==> src/rtl/usb_rx_frame_parser_if.sv <==
// Byte-stream bundle between the USB read FIFO, the frame parser and the command decoder.
// master = parser side, slave = FIFO / downstream side.
interface usb_rx_frame_parser_if #(
   parameter int unsigned WIDTH = 8
);
   logic             EMPTY;
   logic             LOAD;
   logic             FIFO_VALID;
   logic [WIDTH-1:0] FIFO_DOUT;
   logic             PL_READY;
   logic             PL_VALID;
   logic [7:0]       PL_DATA;
   logic             PL_LAST;
   logic [7:0]       CMD_OUT;
   logic [7:0]       LEN_OUT;
   logic             FRAME_OK;
   logic             FRAME_ERR;

   modport master (
      input  EMPTY, FIFO_VALID, FIFO_DOUT, PL_READY,
      output LOAD, PL_VALID, PL_DATA, PL_LAST, CMD_OUT, LEN_OUT, FRAME_OK, FRAME_ERR
   );

   modport slave (
      output EMPTY, FIFO_VALID, FIFO_DOUT, PL_READY,
      input  LOAD, PL_VALID, PL_DATA, PL_LAST, CMD_OUT, LEN_OUT, FRAME_OK, FRAME_ERR
   );
endinterface

==> src/rtl/usb_rx_frame_parser.sv <==
// USB read-FIFO frame parser: hunts HEAD0/HEAD1, parses CMD/LEN, streams payload, checks 8-bit sum.
// Optional in-frame idle abort enabled by defining USB_RX_PARSER_TIMEOUT_EN.
module usb_rx_frame_parser #(
   parameter int unsigned WIDTH   = 8,
   parameter logic [7:0]  HEAD0   = 8'hEB,
   parameter logic [7:0]  HEAD1   = 8'h90,
   parameter int unsigned TIMEOUT = 1024
) (
   input  logic                  sys_clk,
   input  logic                  sys_rst_n,
   usb_rx_frame_parser_if.master bus
);
   typedef enum logic [2:0] {HUNT0, HUNT1, CMD, LEN, PAYLOAD, CSUM} state_e;

   state_e     state_q, state_d;
   logic       rd_pending_q, rd_pending_d;
   logic [7:0] sum_q, sum_d;
   logic [7:0] count_q, count_d;
   logic [7:0] cmd_q, cmd_d;
   logic [7:0] len_q, len_d;
   logic [7:0] pl_data_q, pl_data_d;
   logic       pl_valid_q, pl_valid_d;
   logic       pl_last_q, pl_last_d;
   logic       ok_q, ok_d;
   logic       err_q, err_d;
   logic       byte_v;
   logic       load;
   logic [7:0] rx_byte;

   if (WIDTH != 8 || TIMEOUT < 2) begin : g_param_check
      $error("usb_rx_frame_parser: WIDTH must be 8 and TIMEOUT at least 2");
   end

`ifdef USB_RX_PARSER_TIMEOUT_EN
   localparam int unsigned   TW      = $clog2(TIMEOUT);
   localparam logic [TW-1:0] TMO_HIT = TW'(TIMEOUT - 2);
   logic [TW-1:0] tmo_q, tmo_d;
   logic          tmo_hit;
   logic          in_frame;
`endif

   assign rx_byte = bus.FIFO_DOUT;
   assign byte_v  = bus.FIFO_VALID && rd_pending_q;
   assign load    = !bus.EMPTY && !rd_pending_q && bus.PL_READY && sys_rst_n;

   always_comb begin
      state_d      = state_q;
      rd_pending_d = rd_pending_q;
      sum_d        = sum_q;
      count_d      = count_q;
      cmd_d        = cmd_q;
      len_d        = len_q;
      pl_data_d    = pl_data_q;
      pl_valid_d   = 1'b0;
      pl_last_d    = 1'b0;
      ok_d         = 1'b0;
      err_d        = 1'b0;

      if (byte_v) rd_pending_d = 1'b0;
      if (load)   rd_pending_d = 1'b1;

      if (byte_v) begin
         case (state_q)
            HUNT0: if (rx_byte == HEAD0) state_d = HUNT1;
            // A repeated HEAD0 may itself be the start of the real header.
            HUNT1: begin
               if (rx_byte == HEAD1)      state_d = CMD;
               else if (rx_byte != HEAD0) state_d = HUNT0;
            end
            CMD: begin
               cmd_d   = rx_byte;
               sum_d   = rx_byte;
               state_d = LEN;
            end
            LEN: begin
               len_d   = rx_byte;
               sum_d   = sum_q + rx_byte;
               count_d = rx_byte;
               state_d = (rx_byte == 8'd0) ? CSUM : PAYLOAD;
            end
            PAYLOAD: begin
               pl_valid_d = 1'b1;
               pl_data_d  = rx_byte;
               sum_d      = sum_q + rx_byte;
               count_d    = count_q - 8'd1;
               if (count_q == 8'd1) begin
                  pl_last_d = 1'b1;
                  state_d   = CSUM;
               end
            end
            CSUM: begin
               ok_d    = (rx_byte == sum_q);
               err_d   = (rx_byte != sum_q);
               state_d = HUNT0;
            end
            default: state_d = HUNT0;
         endcase
      end

`ifdef USB_RX_PARSER_TIMEOUT_EN
      // Hit one count early so the registered FRAME_ERR lands TIMEOUT cycles after the last byte.
      in_frame = (state_q != HUNT0) && (state_q != HUNT1);
      tmo_hit  = in_frame && !bus.FIFO_VALID && (tmo_q == TMO_HIT);
      tmo_d    = (bus.FIFO_VALID || !in_frame || tmo_hit) ? '0 : tmo_q + 1'b1;
      if (tmo_hit) begin
         err_d   = 1'b1;
         state_d = HUNT0;
      end
`endif
   end

   always_ff @(posedge sys_clk) begin
      if (!sys_rst_n) begin
         state_q      <= HUNT0;
         rd_pending_q <= 1'b0;
         sum_q        <= '0;
         count_q      <= '0;
         cmd_q        <= '0;
         len_q        <= '0;
         pl_data_q    <= '0;
         pl_valid_q   <= 1'b0;
         pl_last_q    <= 1'b0;
         ok_q         <= 1'b0;
         err_q        <= 1'b0;
`ifdef USB_RX_PARSER_TIMEOUT_EN
         tmo_q        <= '0;
`endif
      end else begin
         state_q      <= state_d;
         rd_pending_q <= rd_pending_d;
         sum_q        <= sum_d;
         count_q      <= count_d;
         cmd_q        <= cmd_d;
         len_q        <= len_d;
         pl_data_q    <= pl_data_d;
         pl_valid_q   <= pl_valid_d;
         pl_last_q    <= pl_last_d;
         ok_q         <= ok_d;
         err_q        <= err_d;
`ifdef USB_RX_PARSER_TIMEOUT_EN
         tmo_q        <= tmo_d;
`endif
      end
   end

   assign bus.LOAD      = load;
   assign bus.PL_VALID  = pl_valid_q;
   assign bus.PL_DATA   = pl_data_q;
   assign bus.PL_LAST   = pl_last_q;
   assign bus.CMD_OUT   = cmd_q;
   assign bus.LEN_OUT   = len_q;
   assign bus.FRAME_OK  = ok_q;
   assign bus.FRAME_ERR = err_q;
endmodule

==> src/flat_wrapper.sv <==
// flat-port wrapper written by rule: the top's interface ports become plain ports
module usb_rx_frame_parser_flat 
#(
   parameter int unsigned WIDTH   = 8,
   parameter logic [7:0]  HEAD0   = 8'hEB,
   parameter logic [7:0]  HEAD1   = 8'h90,
   parameter int unsigned TIMEOUT = 1024
)
  (sys_clk, sys_rst_n, bus_EMPTY, bus_FIFO_VALID, bus_FIFO_DOUT, bus_PL_READY, bus_LOAD, bus_PL_VALID, bus_PL_DATA, bus_PL_LAST, bus_CMD_OUT, bus_LEN_OUT, bus_FRAME_OK, bus_FRAME_ERR);
  usb_rx_frame_parser_if #(.WIDTH(WIDTH)) bus_i ();
  input  logic sys_clk;
  input  logic sys_rst_n;
  input wire logic [$bits(bus_i.EMPTY)-1:0] bus_EMPTY;
  input wire logic [$bits(bus_i.FIFO_VALID)-1:0] bus_FIFO_VALID;
  input wire logic [$bits(bus_i.FIFO_DOUT)-1:0] bus_FIFO_DOUT;
  input wire logic [$bits(bus_i.PL_READY)-1:0] bus_PL_READY;
  output wire logic [$bits(bus_i.LOAD)-1:0] bus_LOAD;
  output wire logic [$bits(bus_i.PL_VALID)-1:0] bus_PL_VALID;
  output wire logic [$bits(bus_i.PL_DATA)-1:0] bus_PL_DATA;
  output wire logic [$bits(bus_i.PL_LAST)-1:0] bus_PL_LAST;
  output wire logic [$bits(bus_i.CMD_OUT)-1:0] bus_CMD_OUT;
  output wire logic [$bits(bus_i.LEN_OUT)-1:0] bus_LEN_OUT;
  output wire logic [$bits(bus_i.FRAME_OK)-1:0] bus_FRAME_OK;
  output wire logic [$bits(bus_i.FRAME_ERR)-1:0] bus_FRAME_ERR;
  assign bus_i.EMPTY = bus_EMPTY;
  assign bus_i.FIFO_VALID = bus_FIFO_VALID;
  assign bus_i.FIFO_DOUT = bus_FIFO_DOUT;
  assign bus_i.PL_READY = bus_PL_READY;
  assign bus_LOAD = bus_i.LOAD;
  assign bus_PL_VALID = bus_i.PL_VALID;
  assign bus_PL_DATA = bus_i.PL_DATA;
  assign bus_PL_LAST = bus_i.PL_LAST;
  assign bus_CMD_OUT = bus_i.CMD_OUT;
  assign bus_LEN_OUT = bus_i.LEN_OUT;
  assign bus_FRAME_OK = bus_i.FRAME_OK;
  assign bus_FRAME_ERR = bus_i.FRAME_ERR;
  usb_rx_frame_parser #(.WIDTH(WIDTH), .HEAD0(HEAD0), .HEAD1(HEAD1), .TIMEOUT(TIMEOUT)) u_core (.sys_clk(sys_clk), .sys_rst_n(sys_rst_n), .bus(bus_i));
endmodule
==> config.mk <==
export PLATFORM = sky130hd
export DESIGN_NAME = usb_rx_frame_parser_flat
export DESIGN_NICKNAME = d
export VERILOG_FILES = /design/src/rtl/usb_rx_frame_parser_if.sv /design/src/rtl/usb_rx_frame_parser.sv /design/src/flat_wrapper.sv
export SDC_FILE = /design/constraint.sdc
export NUM_CORES = 1
export LEC_CHECK = 0
export BUFFER_PORTS_ARGS = -buffer_cell sky130_fd_sc_hd__clkbuf_2
export CAP_MARGIN = 5
export CORE_MARGIN = 2
export CORE_UTILIZATION = 25
export DETAILED_ROUTE_END_ITERATION = 10
export GPL_TIMING_DRIVEN = 0
export PLACE_DENSITY = 0.49
export SLEW_MARGIN = 20
export SYNTH_ARGS = -nofsm -noshare
export SYNTH_HDL_FRONTEND = slang
export SYNTH_SLANG_ARGS = --single-unit
==> constraint.sdc <==
create_clock -name sys_clk -period 1.9 [get_ports sys_clk]
set_input_delay 0.095 -clock sys_clk [delete_from_list [all_inputs] [get_ports sys_clk]]
set_output_delay 0.095 -clock sys_clk [all_outputs]
set_load 0.03 [all_outputs]
Word level (Yosys, flattened, before mapping):

Cells that the tools add are included.

* output and inout bits: 29
* register bits after elaboration: 48
* input port bits: 13

* $add $sub $neg: 2
* reductions and logical operators: 21
* muxes and demuxes: 12
* equal/unequal tests: 14

Operator list (count)
* $pmux 8 s2: 2
* $eq 8x8->1 const B: 2
* $pmux 3 s5: 1
* $mux 3: 4
* $reduce_and 2->1: 6
* $add 8x8->8: 1
* $eq 8x1->1 const B: 1
* $eq 8x8->1: 1
* $logic_not 8->1: 1
* $ne 8x8->1: 1
* $ne 8x8->1 const B: 1
* $sub 8x1->8 const B: 1
* $eq 3x2->1 const B: 2
* $eq 3x3->1 const B: 2
* $reduce_and 3->1: 2
* $reduce_bool 2->1: 3
* $mux 1: 5
* $logic_and 1x1->1: 4
* $ne 2x1->1 const B: 2
* $reduce_and 4->1: 1
* $eq 3x1->1 const B: 1
* $logic_not 3->1: 1
* $ne 3x1->1 const B: 1
* $logic_not 1->1: 2
* $reduce_or 2->1: 1

Logic depth before layout (Yosys ltp):

* depth after elaboration: 5
* mapped depth: 8
* gate-level depth less buffers: 8

Worst setup path before layout:

No wires, ideal clock.

* kind: flip-flop to flip-flop
* start: reg u_core.rd_pending_q
* end: reg u_core.rd_pending_q
* setup time: 0.070 ns
* arrival: 1.668 ns
* path slack: 0.162 ns
* cell stages (with the launch flop): 3
* clock period less this slack: 1.738 ns
* data required time: 1.830 ns
* cell sequence: dfxtp_1 > nor4b_1 > o21bai_1

* longest elaborated chain between the ends: 5
* elaborated cells on any way between the ends: 7
* those cells by class: mux: 1; reduce/logical: 6

Ends and longest elaborated chain
* start, declared: line usb_rx_frame_parser.sv:16 `logic rd_pending_q, rd_pending_d;`
* start signal, assigned: line usb_rx_frame_parser.sv:130 `rd_pending_q <= rd_pending_d;`
* $logic_not 1->1 *: line usb_rx_frame_parser.sv:44 `assign load = !bus.EMPTY && !rd_pending_q && bus.PL_READY && sys_rst_n;`
* $logic_and 1x1->1 * (3 in series): line usb_rx_frame_parser.sv:44
* net bus_LOAD: line flat_wrapper.sv:17 `output wire logic [$bits(bus_i.LOAD)-1:0] bus_LOAD;`
* $mux 1 / $reduce_bool 2->1 (equally long branches)

The timed path passes the listed nets; every way through them passes the cells marked *.
A chain may end at the register's enable or synchronous reset.

Worst setup path after layout:

* start: reg u_core.sum_q[0]
* end: reg u_core.sum_q[6]

* longest elaborated chain between the ends: 2

Ends and longest elaborated chain
* start, declared: line usb_rx_frame_parser.sv:17 `logic [7:0] sum_q, sum_d;`
* start signal, assigned: line usb_rx_frame_parser.sv:131 `sum_q <= sum_d;`
* $add 8x8->8: line usb_rx_frame_parser.sv:77, usb_rx_frame_parser.sv:84
* $pmux 8 s2: line usb_rx_frame_parser.sv:63 `case (state_q)`

No other way between the ends.

==> impl_metrics.env <==
export IMPL_status="completed"
export IMPL_grt_use_total=0.140
export IMPL_cts_sinks=48
export IMPL_cp_arrival_ps=2060
export IMPL_max_slew_margin_rel=0.552
export IMPL_areaGrowthSynthToFinish_pct=23.5
export IMPL_dr_pass1_iters=4
export IMPL_wl_per_cell_microns=15.2
export IMPL_die_w_microns=104
export IMPL_postCtsHoldBufs=0
export IMPL_met2_usage=0.224
export IMPL_antenna_left=0
export IMPL_critPathMaxStageDelay_ps=350
export IMPL_die_area_sq_um=10700
export IMPL_cts_tree="yes"
export IMPL_worst_pin_slew_ps=671
export IMPL_async_reset_ff_frac=0
export IMPL_hold_class="in2reg"
export IMPL_slew_violations=0
export IMPL_cp_cell_sequence="ha_2 -> inv_2 -> fa_2 -> nor2b_1 -> o31a_1 -> o21a_1 -> or3_1 -> o211ai_1"
export IMPL_nets=380
export IMPL_grt_pass1_wl_microns=12100
export IMPL_routabilityCongestion=0.851
export IMPL_ys_flop_type="dfxtp_1"
export IMPL_num_rows=36
export IMPL_yosysWarnings=0
export IMPL_drv_cap=0
export IMPL_fin_util=0.316
export IMPL_critical_path_max_fanout=3
export IMPL_start_kind="flop"
export IMPL_setup_tns_ps=0
export IMPL_setup_viol=0
export IMPL_fin_crit_sh=0.962
export IMPL_ios=42
export IMPL_final_layout_size_suffix_gt1_frac=0.223
export IMPL_clock_fmax_ghz=0.547
export IMPL_leakagePower_nw=1.12
export IMPL_finClkSkew_ps=11.7
export IMPL_port_buffer_count=41
export IMPL_synth_edff_count=0
export IMPL_start_util=0.256
export IMPL_regArea_sq_um=962
export IMPL_netlist_instances=303
export IMPL_ir_worst_vdd_mv=0.321
export IMPL_core_area_sq_um=9680
export IMPL_use_met1=0.192
export IMPL_antenna_found_initial=0
export IMPL_insertion_delay_ps=310
export IMPL_cts_buffers=5
export IMPL_hold_violations=0
export IMPL_grt_busiest_layer="met2"
export IMPL_powerDensity_nw_per_um2=595
export IMPL_ys_ff_latch=48
export IMPL_avgSynthCellArea_sq_um=8.18
export IMPL_num_antenna_cells=0
export IMPL_via_per_inst=4.92
export IMPL_fillCellCount=1044
export IMPL_overflow=0
export IMPL_root_buffer="clkbuf_8"
export IMPL_h_tree_depth=2
export IMPL_path_class="reg2reg"
export IMPL_grt_max_degree=17
export IMPL_cts_clk_slew_worst_paths_ps=100
export IMPL_grt_pass1_vias=2297
export IMPL_gr_usage_met3=0.0271
export IMPL_synthesis_area_sq_um=2480
export IMPL_synth_nets=326
export IMPL_drc=0
export IMPL_synth_distinct_cells=64
export IMPL_dp_hpwl_microns=5130
export IMPL_clock_path_buffers=2
export IMPL_fin_crit_ps=1830
export IMPL_required_ps=2130
export IMPL_crit_slowest_cell="or3_1"
export IMPL_yosysSeqAreaShare=0.388
export IMPL_finalWirelength_microns=7450
export IMPL_layout_commonest_cell="nand2_1"
export IMPL_layout_common_cells="nand2_1 (57), dfxtp_1 (47), clkbuf_2 (42)"
export IMPL_first_iter_violations=214
export IMPL_num_vias=2417
export IMPL_multi_input_area_sq_um=1490
export IMPL_worstSetupEndpointType="flop"
export IMPL_die_h_microns=104
state kept, by name, indices dropped and copies added (netlist names):
register	flops
u_core.state_q	3
u_core.sum_q	8
u_core.bus.FRAME_OK	1
u_core.bus.PL_DATA	8
u_core.bus.PL_VALID	1
u_core.bus.PL_LAST	1
u_core.rd_pending_q	1
u_core.bus.CMD_OUT	8
u_core.bus.LEN_OUT	8
u_core.count_q	8
u_core.bus.FRAME_ERR	1
report_power, final:
group          internal, mW  leakage (nW)  switching [mW]  total (mW)
clock network         0.306        0.0522           0.392       0.698
registers              1.01         0.387         0.00126        1.01
logic                0.0317         0.679          0.0830       0.115
total                  1.34          1.12           0.476        1.82
area by class of cell:
class,count,area share
plain buffers,14,0.0217
clock buffers,6,0.0270
clock inverters,2,0.00573
inverters,7,0.00859
multi-input cells,234,0.486
flip-flops and latches,48,0.315
well taps,133,0.0544
repair buffers,47,0.0818
critical path: cells and delay by family, from the launching register on:
kind	cells	cell delay, ps
adder cells (fa/ha/maj)	2	400
AO/OA/AOI/OAI	3	550
buffers and inverters	1	60
AND/OR/NAND/NOR	2	410
flip-flops	1	330
Yosys cell counts, types with 3 or more instances:
| cell | n | share of area |
|---|---|---|
| a21o_1 | 3 | 0.0091 |
| a21oi_1 | 32 | 0.065 |
| a22oi_1 | 4 | 0.012 |
| and3_1 | 3 | 0.0076 |
| buf_1 | 3 | 0.0045 |
| buf_2 | 4 | 0.0081 |
| clkbuf_1 | 6 | 0.0091 |
| dfxtp_1 | 48 | 0.39 |
| ha_1 | 9 | 0.045 |
| inv_1 | 7 | 0.011 |
| mux2i_1 | 9 | 0.036 |
| nand2_1 | 58 | 0.088 |
| nand3_1 | 4 | 0.0081 |
| nand3b_1 | 3 | 0.0091 |
| nor2_1 | 21 | 0.032 |
| nor2b_1 | 3 | 0.0076 |
| nor3_1 | 6 | 0.012 |
| nor4_1 | 3 | 0.0076 |
| o211ai_1 | 4 | 0.012 |
| o21a_1 | 3 | 0.0091 |
| o21ai_0 | 21 | 0.042 |
metrics by stage:
step	total power [mW]	instance area (sq um)	std cells	hold slack (ps)	setup slack [ps]
2_1_floorplan	1.09	2480	303	196	162
3_3_place_gp	1.14	2850	477	338	-144
3_5_place_dp	1.14	2850	477	338	-111
4_1_cts	1.84	2960	485	4.92	-35.4
5_1_grt	1.89	3060	491	16.8	-5.27
6_report	1.82	3060	491	21.9	73.0
kinds of logic (layout without fill, tap and decap cells):
family,after synthesis,count (layout),share of synthesized area
XOR/XNOR,3,3,0.0106
adder cells (fa/ha/maj),10,10,0.0535
AO/OA/AOI/OAI,89,89,0.228
AND/OR/NAND/NOR,122,123,0.244
buffers and inverters,22,76,0.0389
flip-flops,48,48,0.388
multiplexers,9,9,0.0364
worst paths after layout:
check	from	end	slack, ps	depth (start not counted)
worst min register to register	u_core.bus.LEN_OUT[6]	u_core.bus.LEN_OUT[6]	460	2
worst min-delay path	bus_FIFO_VALID	u_core.rd_pending_q	20	2
worst max-delay path	u_core.sum_q[0]	u_core.sum_q[6]	70	8
worst max register to register	u_core.sum_q[0]	u_core.sum_q[6]	70	8
what timing repair did:
item,4_1_cts,5_1_grt
gates resized for setup,1,14
endpoints found under the hold margin,0,0
pin swaps,0,3
endpoints found under the setup margin,2,21
gates cloned,0,1
buffers inserted,0,6
layer usage:
layer  vias up  wire [microns]
met5         -               0
met4         0             106
met3         9             355
met2        87            3240
met1      1125            3750
li1       1196               -
(Power assumes the default switching activity.)
